<file path="src/rtl/wb_merge_unit_pkg.sv">
// Shared types for the write-back merge unit.
//   wb_entry_t     : one load-queue slot (live flag, destination, data)
//   write_back_ifc : register-file write port (uses_rw, rw_addr, rw_data)
// `DATA_WIDTH defaults to 32 when the includer has not set it.
`ifndef DATA_WIDTH
`define DATA_WIDTH 32
`endif

package wb_merge_unit_pkg;

   localparam int WB_REG_ADDR_W = 5;

   localparam logic [WB_REG_ADDR_W-1:0] REG_ZERO = '0;

   typedef struct packed {
      logic                     live;
      logic [WB_REG_ADDR_W-1:0] addr;
      logic [`DATA_WIDTH-1:0]   data;
   } wb_entry_t;

   typedef struct packed {
      logic                     uses_rw;
      logic [WB_REG_ADDR_W-1:0] rw_addr;
      logic [`DATA_WIDTH-1:0]   rw_data;
   } write_back_ifc;

endpackage

</file>
<file path="src/rtl/wb_load_queue.sv">
// In-order load-result queue for wb_merge_unit.
// Ports:
//   clk, rst_n        clock, async active-low reset
//   i_push/i_push_entry  enqueue one entry (caller guarantees o_ready)
//   i_pop             dequeue head (caller guarantees !o_empty)
//   i_squash_en/addr  clear live bit of every slot holding that destination,
//                     including the slot being written this cycle
//   o_head            head entry
//   o_empty, o_ready  count==0, count<DEPTH
//   o_live_vec/o_addr_vec  per-slot live/addr for hazard lookup
module wb_load_queue
   import wb_merge_unit_pkg::*;
#(
   parameter int DEPTH = 4
) (
   input  logic                                clk,
   input  logic                                rst_n,
   input  logic                                i_push,
   input  wb_entry_t                           i_push_entry,
   input  logic                                i_pop,
   input  logic                                i_squash_en,
   input  logic [WB_REG_ADDR_W-1:0]            i_squash_addr,
   output wb_entry_t                           o_head,
   output logic                                o_empty,
   output logic                                o_ready,
   output logic [DEPTH-1:0]                    o_live_vec,
   output logic [DEPTH-1:0][WB_REG_ADDR_W-1:0] o_addr_vec
);

   localparam int PW = $clog2(DEPTH);
   localparam int CW = PW + 1;

   wb_entry_t [DEPTH-1:0] r_mem;
   logic [PW-1:0]         r_head;
   logic [PW-1:0]         r_tail;
   logic [CW-1:0]         r_count;

   // Live bits are cleared on pop so that only occupied slots can ever
   // report a pending write.
   always_ff @(posedge clk or negedge rst_n) begin
      if (!rst_n) begin
         r_mem   <= '0;
         r_head  <= '0;
         r_tail  <= '0;
         r_count <= '0;
      end else begin
         for (int i = 0; i < DEPTH; i++) begin
            if (i_squash_en && (r_mem[i].addr == i_squash_addr))
               r_mem[i].live <= 1'b0;
         end
         if (i_pop) begin
            r_mem[r_head].live <= 1'b0;
            r_head             <= PW'(r_head + 1'b1);
         end
         if (i_push) begin
            r_mem[r_tail].live <= i_push_entry.live &
                                  ~(i_squash_en && (i_squash_addr == i_push_entry.addr));
            r_mem[r_tail].addr <= i_push_entry.addr;
            r_mem[r_tail].data <= i_push_entry.data;
            r_tail             <= PW'(r_tail + 1'b1);
         end
         if (i_push && !i_pop)
            r_count <= r_count + CW'(1);
         else if (i_pop && !i_push)
            r_count <= r_count - CW'(1);
      end
   end

   assign o_head  = r_mem[r_head];
   assign o_empty = (r_count == '0);
   assign o_ready = (r_count < CW'(DEPTH));

   always_comb begin
      for (int i = 0; i < DEPTH; i++) begin
         o_live_vec[i] = r_mem[i].live;
         o_addr_vec[i] = r_mem[i].addr;
      end
   end

endmodule

</file>
<file path="src/rtl/wb_merge_unit.sv">
// Write-back merge unit: merges non-stallable ALU results and queued load
// results into one registered register-file write port, and reports
// pending writes for RAW hazard detection.
// Ports:
//   clk, rst_n                         clock, async active-low reset
//   alu_valid/alu_rw_addr/alu_rw_data  ALU result, always accepted
//   mem_valid/mem_ready/mem_rw_addr/mem_rw_data  load result handshake
//   q_rs_addr/q_rt_addr                hazard query addresses
//   q_rs_pending/q_rt_pending          write pending to the queried reg
//   o_wb                               registered write port
// Optional: `define WB_LOAD_BYPASS_EN lets a load go straight to o_wb when
// the queue is empty and the ALU is idle.
module wb_merge_unit
   import wb_merge_unit_pkg::*;
#(
   parameter int LOAD_Q_DEPTH = 4,
   parameter int REG_ADDR_W   = WB_REG_ADDR_W
) (
   input  logic                   clk,
   input  logic                   rst_n,
   input  logic                   alu_valid,
   input  logic [REG_ADDR_W-1:0]  alu_rw_addr,
   input  logic [`DATA_WIDTH-1:0] alu_rw_data,
   input  logic                   mem_valid,
   output logic                   mem_ready,
   input  logic [REG_ADDR_W-1:0]  mem_rw_addr,
   input  logic [`DATA_WIDTH-1:0] mem_rw_data,
   input  logic [REG_ADDR_W-1:0]  q_rs_addr,
   input  logic [REG_ADDR_W-1:0]  q_rt_addr,
   output logic                   q_rs_pending,
   output logic                   q_rt_pending,
   output write_back_ifc          o_wb
);

   write_back_ifc                            r_wb;
   wb_entry_t                                w_head;
   wb_entry_t                                w_push_entry;
   logic                                     w_empty;
   logic                                     w_q_ready;
   logic                                     w_xfer;
   logic                                     w_bypass;
   logic                                     w_push;
   logic                                     w_pop;
   logic [LOAD_Q_DEPTH-1:0]                  w_live_vec;
   logic [LOAD_Q_DEPTH-1:0][REG_ADDR_W-1:0]  w_addr_vec;
   logic                                     w_rs_queued;
   logic                                     w_rt_queued;

   // Held low during reset so no transfer is ever signalled while the
   // count flops are being cleared.
   assign mem_ready = rst_n & w_q_ready;
   assign w_xfer    = mem_valid & mem_ready;

`ifdef WB_LOAD_BYPASS_EN
   assign w_bypass = w_xfer & w_empty & ~alu_valid;
`else
   assign w_bypass = 1'b0;
`endif

   assign w_push = w_xfer & ~w_bypass;
   assign w_pop  = ~alu_valid & ~w_empty;

   assign w_push_entry.live = (mem_rw_addr != REG_ZERO);
   assign w_push_entry.addr = mem_rw_addr;
   assign w_push_entry.data = mem_rw_data;

   wb_load_queue #(
      .DEPTH (LOAD_Q_DEPTH)
   ) u_load_queue (
      .clk           (clk),
      .rst_n         (rst_n),
      .i_push        (w_push),
      .i_push_entry  (w_push_entry),
      .i_pop         (w_pop),
      .i_squash_en   (alu_valid),
      .i_squash_addr (alu_rw_addr),
      .o_head        (w_head),
      .o_empty       (w_empty),
      .o_ready       (w_q_ready),
      .o_live_vec    (w_live_vec),
      .o_addr_vec    (w_addr_vec)
   );

   always_ff @(posedge clk or negedge rst_n) begin
      if (!rst_n) begin
         r_wb <= '0;
      end else if (alu_valid) begin
         r_wb.uses_rw <= (alu_rw_addr != REG_ZERO);
         r_wb.rw_addr <= alu_rw_addr;
         r_wb.rw_data <= alu_rw_data;
      end else if (w_pop) begin
         r_wb.uses_rw <= w_head.live;
         r_wb.rw_addr <= w_head.addr;
         r_wb.rw_data <= w_head.data;
      end else if (w_bypass) begin
         r_wb.uses_rw <= (mem_rw_addr != REG_ZERO);
         r_wb.rw_addr <= mem_rw_addr;
         r_wb.rw_data <= mem_rw_data;
      end else begin
         r_wb.uses_rw <= 1'b0;
      end
   end

   assign o_wb = r_wb;

   always_comb begin
      w_rs_queued = 1'b0;
      w_rt_queued = 1'b0;
      for (int i = 0; i < LOAD_Q_DEPTH; i++) begin
         if (w_live_vec[i] && (w_addr_vec[i] == q_rs_addr)) w_rs_queued = 1'b1;
         if (w_live_vec[i] && (w_addr_vec[i] == q_rt_addr)) w_rt_queued = 1'b1;
      end
   end

   assign q_rs_pending = (q_rs_addr != REG_ZERO) &
                         (w_rs_queued | (r_wb.uses_rw & (r_wb.rw_addr == q_rs_addr)));
   assign q_rt_pending = (q_rt_addr != REG_ZERO) &
                         (w_rt_queued | (r_wb.uses_rw & (r_wb.rw_addr == q_rt_addr)));

endmodule

</file>
<file path="config.mk">
export PLATFORM = sky130hd
export DESIGN_NAME = wb_merge_unit
export DESIGN_NICKNAME = d
export VERILOG_FILES = /design/src/rtl/wb_merge_unit_pkg.sv /design/src/rtl/wb_load_queue.sv /design/src/rtl/wb_merge_unit.sv
export SDC_FILE = /design/constraint.sdc
export NUM_CORES = 1
export LEC_CHECK = 0
export CAP_MARGIN = 10
export CORE_ASPECT_RATIO = 0.75
export CORE_MARGIN = 2
export CORE_UTILIZATION = 56
export DETAILED_ROUTE_END_ITERATION = 7
export GPL_TIMING_DRIVEN = 0
export PLACE_DENSITY = 0.87
export SLEW_MARGIN = 5
export SYNTH_ARGS = -nofsm -noshare
export SYNTH_HDL_FRONTEND = slang
export SYNTH_SLANG_ARGS = --single-unit
</file>
<file path="constraint.sdc">
create_clock -name clk -period 2.55 [get_ports clk]
set_input_delay 0.3825 -clock clk [delete_from_list [all_inputs] [get_ports clk]]
set_output_delay 0.3825 -clock clk [all_outputs]
set_load 0.03 [all_outputs]
</file>
==> results of run 1 <==
## sequential cells by signal, summed over array words and instances (netlist names)
signal and count:
u_load_queue.r_count 3, u_load_queue.o_live_vec 4, u_load_queue.r_tail 2, u_load_queue.o_addr_vec 20, o_wb 38, u_load_queue.r_head 2, u_load_queue.r_mem 128
## per-stage QoR
stage	setup TNS (ps)	power, mW	cells	utilization
final	0	14.5	1033	0.699
after global routing	0	15.2	1033	0.699
after CTS	0	14.5	1033	0.697
after detailed placement	-37040	11.7	1000	0.659
after global placement	-2257940	11.4	999	0.657
after floorplan	0	9.76	672	-
## path summary, 6_finish.rpt
path,start,to,slack (ps),cells past startpoint
worst max-delay path,u_load_queue.r_count[1],u_load_queue.r_count[2],60,10
worst min-delay path,rst_n,o_wb[34],-160,1
worst max register to register,u_load_queue.r_count[1],u_load_queue.r_count[2],60,10
worst min register to register,u_load_queue.r_mem[102],u_load_queue.r_mem[102],510,1
max in group asynchronous,rst_n,u_load_queue.r_mem[17],1900,2
min in group clk,u_load_queue.r_mem[102],u_load_queue.r_mem[102],510,1
## report_power, final
group	total (mW)	internal, mW	leakage [nW]	switching, mW
sequential	5.85	4.63	2.41	1.21
combinational	5.95	3.31	2.64	2.64
clock	2.70	1.47	0.282	1.23
total	14.5	9.42	5.33	5.08
## kinds of logic after synthesis
kind of cell    after synthesis  share of synthesized area
flops                       197                      0.508
mux                         187                      0.274
buf+inv                      95                     0.0505
xor+xnor                     80                     0.0723
simple gates                 52                     0.0338
compound gates               51                     0.0477
fa+ha+maj                    10                     0.0137
## layout make-up
cell class / count / area (µm²) / area share
sequential: 197 / 4930 / 0.418
multi-input combinational: 380 / 4320 / 0.366
timing repair buffer: 114 / 1190 / 0.101
clock buffer: 17 / 425 / 0.0361
buffer: 52 / 328 / 0.0278
tap: 215 / 269 / 0.0228
clock inverter: 15 / 169 / 0.0143
inverter: 43 / 161 / 0.0137
## cell usage after synthesis
| library cell | instances |
|---|---|
| clkbuf_1 | 23 |
| nor2b_2 | 1 |
| buf_12 | 1 |
| buf_1 | 1 |
| xor2_1 | 62 |
| fa_1 | 1 |
| nand3_1 | 17 |
| buf_4 | 8 |
| and2_4 | 1 |
| nor4_1 | 15 |
| buf_6 | 10 |
| dfrtp_1 | 197 |
| nor3_1 | 1 |
| nor4_4 | 1 |
| mux4_2 | 38 |
| o22a_1 | 2 |
| nand2_1 | 6 |
| nand2_4 | 4 |
| mux2_2 | 117 |
| a222oi_1 | 37 |
| nor2_1 | 2 |
| inv_1 | 43 |
| ha_1 | 9 |
| buf_2 | 9 |
| mux2_4 | 32 |
| a32oi_1 | 4 |
| xnor2_1 | 18 |
| or4_1 | 4 |
| o21ai_0 | 8 |
## cells in the final DEF (no fill, tap or decap), types with 4 or more instances in the layout
cell	n
nand3_1	17
clkinvlp_4	4
buf_4	8
xor2_1	62
nand2_4	4
a32oi_1	4
nand2_1	6
inv_1	43
nor4_2	5
nor4_1	10
buf_6	10
ha_1	9
inv_6	4
mux4_2	38
mux2_4	32
or4_1	4
a222oi_1	37
dfrtp_1	194
xnor2_1	18
clkbuf_1	23
buf_2	10
o21ai_0	8
mux2_2	117
clkbuf_16	17
clkdlybuf4s50_1	109
## what timing repair did
item / CTS / global route
cloned: 1 / 0
pin swaps: 0 / 2
endpoints found under the hold margin: 85 / 85
setup buffers: 0 / 0
resized for setup: 9 / 12
setup endpoints to repair: 5 / 4
## routing by layer
| metal | vias to the layer above | global-route usage |
|---|---|---|
| met1 | 3332 | 0.371 |
| li1 | 2725 | - |
| met3 | 26 | 0.0545 |
| met2 | 218 | 0.440 |
| met5 | - | 0 |
| met4 | 0 | 0.0665 |
==> flow_metrics.py, run 1 <==
metrics = {
    "route": {
        "via_per_inst": 6.10,
        "dr.max_layer_used": "met4",
        "wl_met1_mm": 10.2,
        "wl_met3_mm": 1.46,
        "wl_per_cell_um": 23.0,
        "route.vias.total": 6301,
        "wl_mm": 23.7,
        "ant_nets": 0,
        "route.met2.wl_mm": 11.8,
        "drcViolationCount": 0,
        "drt-pass1-iter-count": 6,
        "initialDrtViolationCount": 635,
    },
    "clocking": {
        "cts_root_buf": "clkbuf_16",
        "cts_buffers": 17,
        "clk_latency_ps": 430,
        "cts_buffer_depth": 2,
        "clock-sinks": 197,
        "h-tree-depth": 4,
        "path_clk_slew_ps": 70,
        "cts_tree": "done",
    },
    "setup_path": {
        "path_cells": "nor3_1 > nor2_4 > buf_2 > inv_1 > ha_1 > inv_1 > fa_1 > xor2_1 > nor2_1 > xor2_1",
        "path_max_fanout": 10,
        "path_class": "reg2reg",
        "crit_slowest_cell": "dfrtp_1",
        "worst_setup_path_end_kind": "flop",
        "critPathTopFamily": "simple AND/OR/NAND/NOR gates",
        "cpPeakStageDelay_ps": 450,
        "cp.required_ps": 2900,
        "critical_path_buf_inv_count": 3,
        "crit_path_start_kind": "flop",
        "worstPathArrival_ps": 2840,
    },
    "sta": {
        "finalCriticalPeriod_ps": 2490,
        "fin_crit_sh": 0.975,
        "skew_ps": 9.33,
        "relSlewSlack": 0.504,
        "whs_ps": -155,
        "setup_ws_ps": 64.2,
        "worst_pin_slew_ps": 743,
        "slew_viol_final": 0,
        "finalSetupViolations": 0,
        "max_freq_ghz": 0.402,
        "rsz0062_at_grt": "false",
        "hold_viol_final": 85,
    },
    "floorplan": {
        "dieArea_mm2": 0.0184,
        "die_w_um": 156,
        "initial_utilization": 0.575,
        "rows": 41,
        "core-area_mm2": 0.0169,
        "ioPinCount": 129,
        "die_height_um": 118,
    },
    "placed_design": {
        "placement.cell_area_mm2": 0.0111,
        "portBuffers": 112,
        "gp_congestion": 0.923,
        "dpl_worst_slack_ps": -745,
        "dp_hpwl_mm": 16.3,
    },
    "logic_synthesis": {
        "synth_area_mm2": 0.00970,
        "synth_top_area_cell": "dfrtp_1",
        "synth_cells": 672,
        "synth-seq-cells": 197,
        "yosysWarnings": 0,
        "synth_area_leaders": "dfrtp_1, mux2_2, mux4_2",
        "synth_cell_type_count": 29,
        "synth-seq-area-share": 0.508,
        "post-synth-top-area-fraction": 0.508,
        "syn_nets": 770,
        "syn_avg_cell_area_um2": 14.4,
    },
    "finish": {
        "areaGrowthSynthToFinish_pct": 21.7,
        "fillers": 1124,
        "stdcell_area_mm2": 0.0118,
        "diodes": 0,
        "drive_above_1_share": 0.328,
        "num-nets-final": 903,
    },
    "global_routing": {
        "overflow": 0,
        "track_usage": 0.268,
        "grt_max_degree": 88,
        "grt_antenna_before_repair": 0,
        "grt_pass1_wl_mm": 37.6,
        "grt_pass1_vias": 6907,
    },
    "power": {
        "pwr_density_cell_mw_per_mm2": 1230,
        "leakagePower_nw": 5.33,
        "ir_worst_vdd_mv": 0.655,
    },
    "job": {
        "maxCapViolCount": 0,
    },
    "outcome": {
        "violations": "hold timing",
        "status": "finished, violations left",
    },
    "min_path": {
        "hold_path.class": "in2async",
    },
}
(Power assumes the default switching activity.)
==> inputs of run 2 (changes only) <==
--- a/config.mk
+++ b/config.mk
@@ -8,10 +8,10 @@
 export CAP_MARGIN = 10
 export CORE_ASPECT_RATIO = 0.75
 export CORE_MARGIN = 2
-export CORE_UTILIZATION = 56
+export CORE_UTILIZATION = 30
 export DETAILED_ROUTE_END_ITERATION = 7
 export GPL_TIMING_DRIVEN = 0
-export PLACE_DENSITY = 0.87
+export PLACE_DENSITY = 0.55
 export SLEW_MARGIN = 5
 export SYNTH_ARGS = -nofsm -noshare
 export SYNTH_HDL_FRONTEND = slang
==> run 2 against run 1 <==
  * The run now ends clean
  * Sequential share of layout area shrank 1.2 points
  * Sequential power shrank 1%
  * Sequential cell count is the same
  * Register-to-register slack gained 90 ps
  * Worst hold slack gained 180 ps
  * Clock-buffer cell count grew 5
  * Power shrank 0.40%
==> flow_metrics.py, run 2 (synthesis results as in run 1) <==
metrics = {
    "outcome": {
        "status": "finished, final reports clean",
    },
    "global_routing": {
        "track_usage": 0.160,
        "overflow": 0,
        "grt_max_degree": 51,
        "grt_pass1_vias": 6501,
        "grt_pass1_wl_mm": 40.4,
        "grt_antenna_before_repair": 1,
    },
    "finish": {
        "diodes": 0,
        "largest_reg_flops": 128,
        "top_register": "u_load_queue.r_mem",
        "multi_input_area_mm2": 0.00430,
        "stdcell_count": 1229,
        "ff_latch_area_mm2": 0.00494,
        "fillers": 2983,
        "areaGrowthSynthToFinish_pct": 25.4,
        "drive_above_1_share": 0.329,
        "post-route-util": 0.386,
        "mostFrequentLayoutCell": "dfrtp_1",
        "layout_common_cells": "dfrtp_1, mux2_2, clkdlybuf4s50_1",
        "num-nets-final": 908,
    },
    "route": {
        "drcViolationCount": 0,
        "drt-pass1-iter-count": 7,
        "initialDrtViolationCount": 502,
        "route.vias.total": 6101,
        "ant_nets": 0,
        "wl_per_cell_um": 21.0,
        "via_per_inst": 4.96,
        "wl_mm": 25.8,
    },
    "clocking": {
        "h-tree-depth": 4,
        "cts_tree": "done",
        "cts_buffers": 17,
        "path_clk_slew_ps": 70,
        "post-cts-setup-buffer-count": 0,
        "cts_root_buf": "clkbuf_16",
        "clock-sinks": 197,
        "cts_buffer_depth": 2,
        "clk_latency_ps": 450,
    },
    "setup_path": {
        "path_class": "reg2out",
        "cpPeakStageDelay_ps": 460,
        "worst-r2r-setup-slack_ps": 150,
        "worst_setup_path_end_kind": "output pin",
        "critical_path.endpoint": "q_rs_pending",
        "path_cells": "xor2_1 > nor4_2 > nand3_1 > nand3_1 > o22a_1 > clkdlybuf4s15_2",
        "r2r_cells": 10,
        "path_max_fanout": 5,
        "crit_path_frequent_cell": "nand3_1",
        "crit_start": "u_load_queue.o_addr_vec[7]",
        "crit_path_start_kind": "flop",
        "r2r-end": "u_load_queue.r_count[2]",
        "crit_slowest_cell": "dfrtp_2",
        "worstPathArrival_ps": 2070,
        "r2r-start": "u_load_queue.r_count[1]",
        "cp.required_ps": 2170,
    },
    "power": {
        "p_sw_mw": 4.98,
        "p_sw_frac": 0.345,
        "ir_worst_vdd_mv": 0.508,
        "power_frac_comb": 0.410,
        "internal-power_mw": 9.46,
        "pwr-share-seq": 0.401,
        "pwr_density_cell_mw_per_mm2": 1190,
        "leakagePower_nw": 5.39,
        "clockPowerShare": 0.189,
    },
    "sta": {
        "slew_viol_final": 0,
        "fin_crit_sh": 0.962,
        "rsz0062_at_grt": "false",
        "max_freq_ghz": 0.408,
        "whs_ps": 23.1,
        "worst_pin_slew_ps": 840,
        "finalSetupTns_ps": 0,
        "hold_viol_final": 0,
        "setup_ws_ps": 96.4,
        "relSlewSlack": 0.436,
        "finalCriticalPeriod_ps": 2450,
        "skew_ps": 10.3,
        "finalSetupViolations": 0,
    },
    "floorplan": {
        "core-area_mm2": 0.0315,
        "dieArea_mm2": 0.0338,
        "initial_utilization": 0.308,
        "die_height_um": 160,
        "rows": 56,
        "ioPinCount": 129,
        "die_w_um": 212,
    },
    "min_path": {
        "hold_path.class": "in2async",
    },
    "placed_design": {
        "dpl_worst_slack_ps": -741,
        "dp_cells": 1191,
        "dp_hpwl_mm": 16.9,
        "portBuffers": 112,
        "gp_congestion": 0.813,
    },
    "job": {
        "maxCapViolCount": 0,
    },
}
[run 2: cell count changes in the layout (fill, tap and decap cells not counted), sizes merged]
cell,previous run,this run
clkinvlp,4,3
clkinv,2,4
buf,32,36
inv,50,44
clkdlybuf4s15,0,1
clkbuf,40,45
bufbuf,1,2
clkdlybuf4s18,1,0
[run 2: worst max-delay path, delay by kind of cell, from the launching register on]
kind / cells / cell delay (ps)
AOI/OAI and AO/OA: 1 / 140
xor gates and xnor gates: 1 / 190
buffers and inverters: 1 / 290
DFF: 1 / 460
and+or+nand+nor: 3 / 550
[run 2: final cells by class]
class | count | share of cell area
multi-input combinational | 380 | 0.354
clock inverter | 10 | 0.0101
sequential | 197 | 0.406
timing repair buffer | 119 | 0.110
clock buffer | 22 | 0.0382
inverter | 43 | 0.0133
tap | 406 | 0.0418
buffer | 52 | 0.0270
[run 2: layer usage]
layer / global-route usage / share of wire / vias up
met5: 0 / 0.00050 / -
met4: 0.0355 / 0.0061 / 2
met3: 0.0338 / 0.047 / 14
met2: 0.243 / 0.45 / 137
met1: 0.234 / 0.49 / 3196
li1: - / - / 2752
[run 2: repair_timing]
item / 4_1_cts / 5_1_grt
resized for setup: 13 / 8
endpoints found under the hold margin: 99 / 0
gates cloned: 2 / 0
setup endpoints to repair: 5 / 2
pin swaps: 1 / 3
hold buffers: 4 / 0
[run 2: per-stage QoR]
step	cell area [µm²]	total power, mW
after floorplan	9700	9.76
after global placement	11300	11.6
after detailed placement	11400	11.7
after CTS	12200	14.6
after global routing	12200	15.4
final	12200	14.4
[run 2: worst min-delay path by stage]
stage	startpoint	to	slack [ps]	depth (start not counted)
after CTS	rst_n	u_load_queue.r_mem[20]	20	3
final	rst_n	u_load_queue.r_mem[61]	20	3
after detailed placement	rst_n	o_wb[37]	490	1
after global placement	o_wb[30]	o_wb[30]	480	2
after floorplan	rst_n	o_wb[0]	90	0
after global routing	rst_n	u_load_queue.r_mem[64]	30	2
[run 2: power by group through the flow]
stage	logic [mW]	clock network [mW]	registers, mW
2_1_floorplan	3.75	0	6.01
3_3_place_gp	5.84	0	5.80
3_5_place_dp	5.91	0	5.81
4_1_cts	5.99	2.83	5.78
5_1_grt	6.39	2.98	6.00
6_report	5.91	2.74	5.79
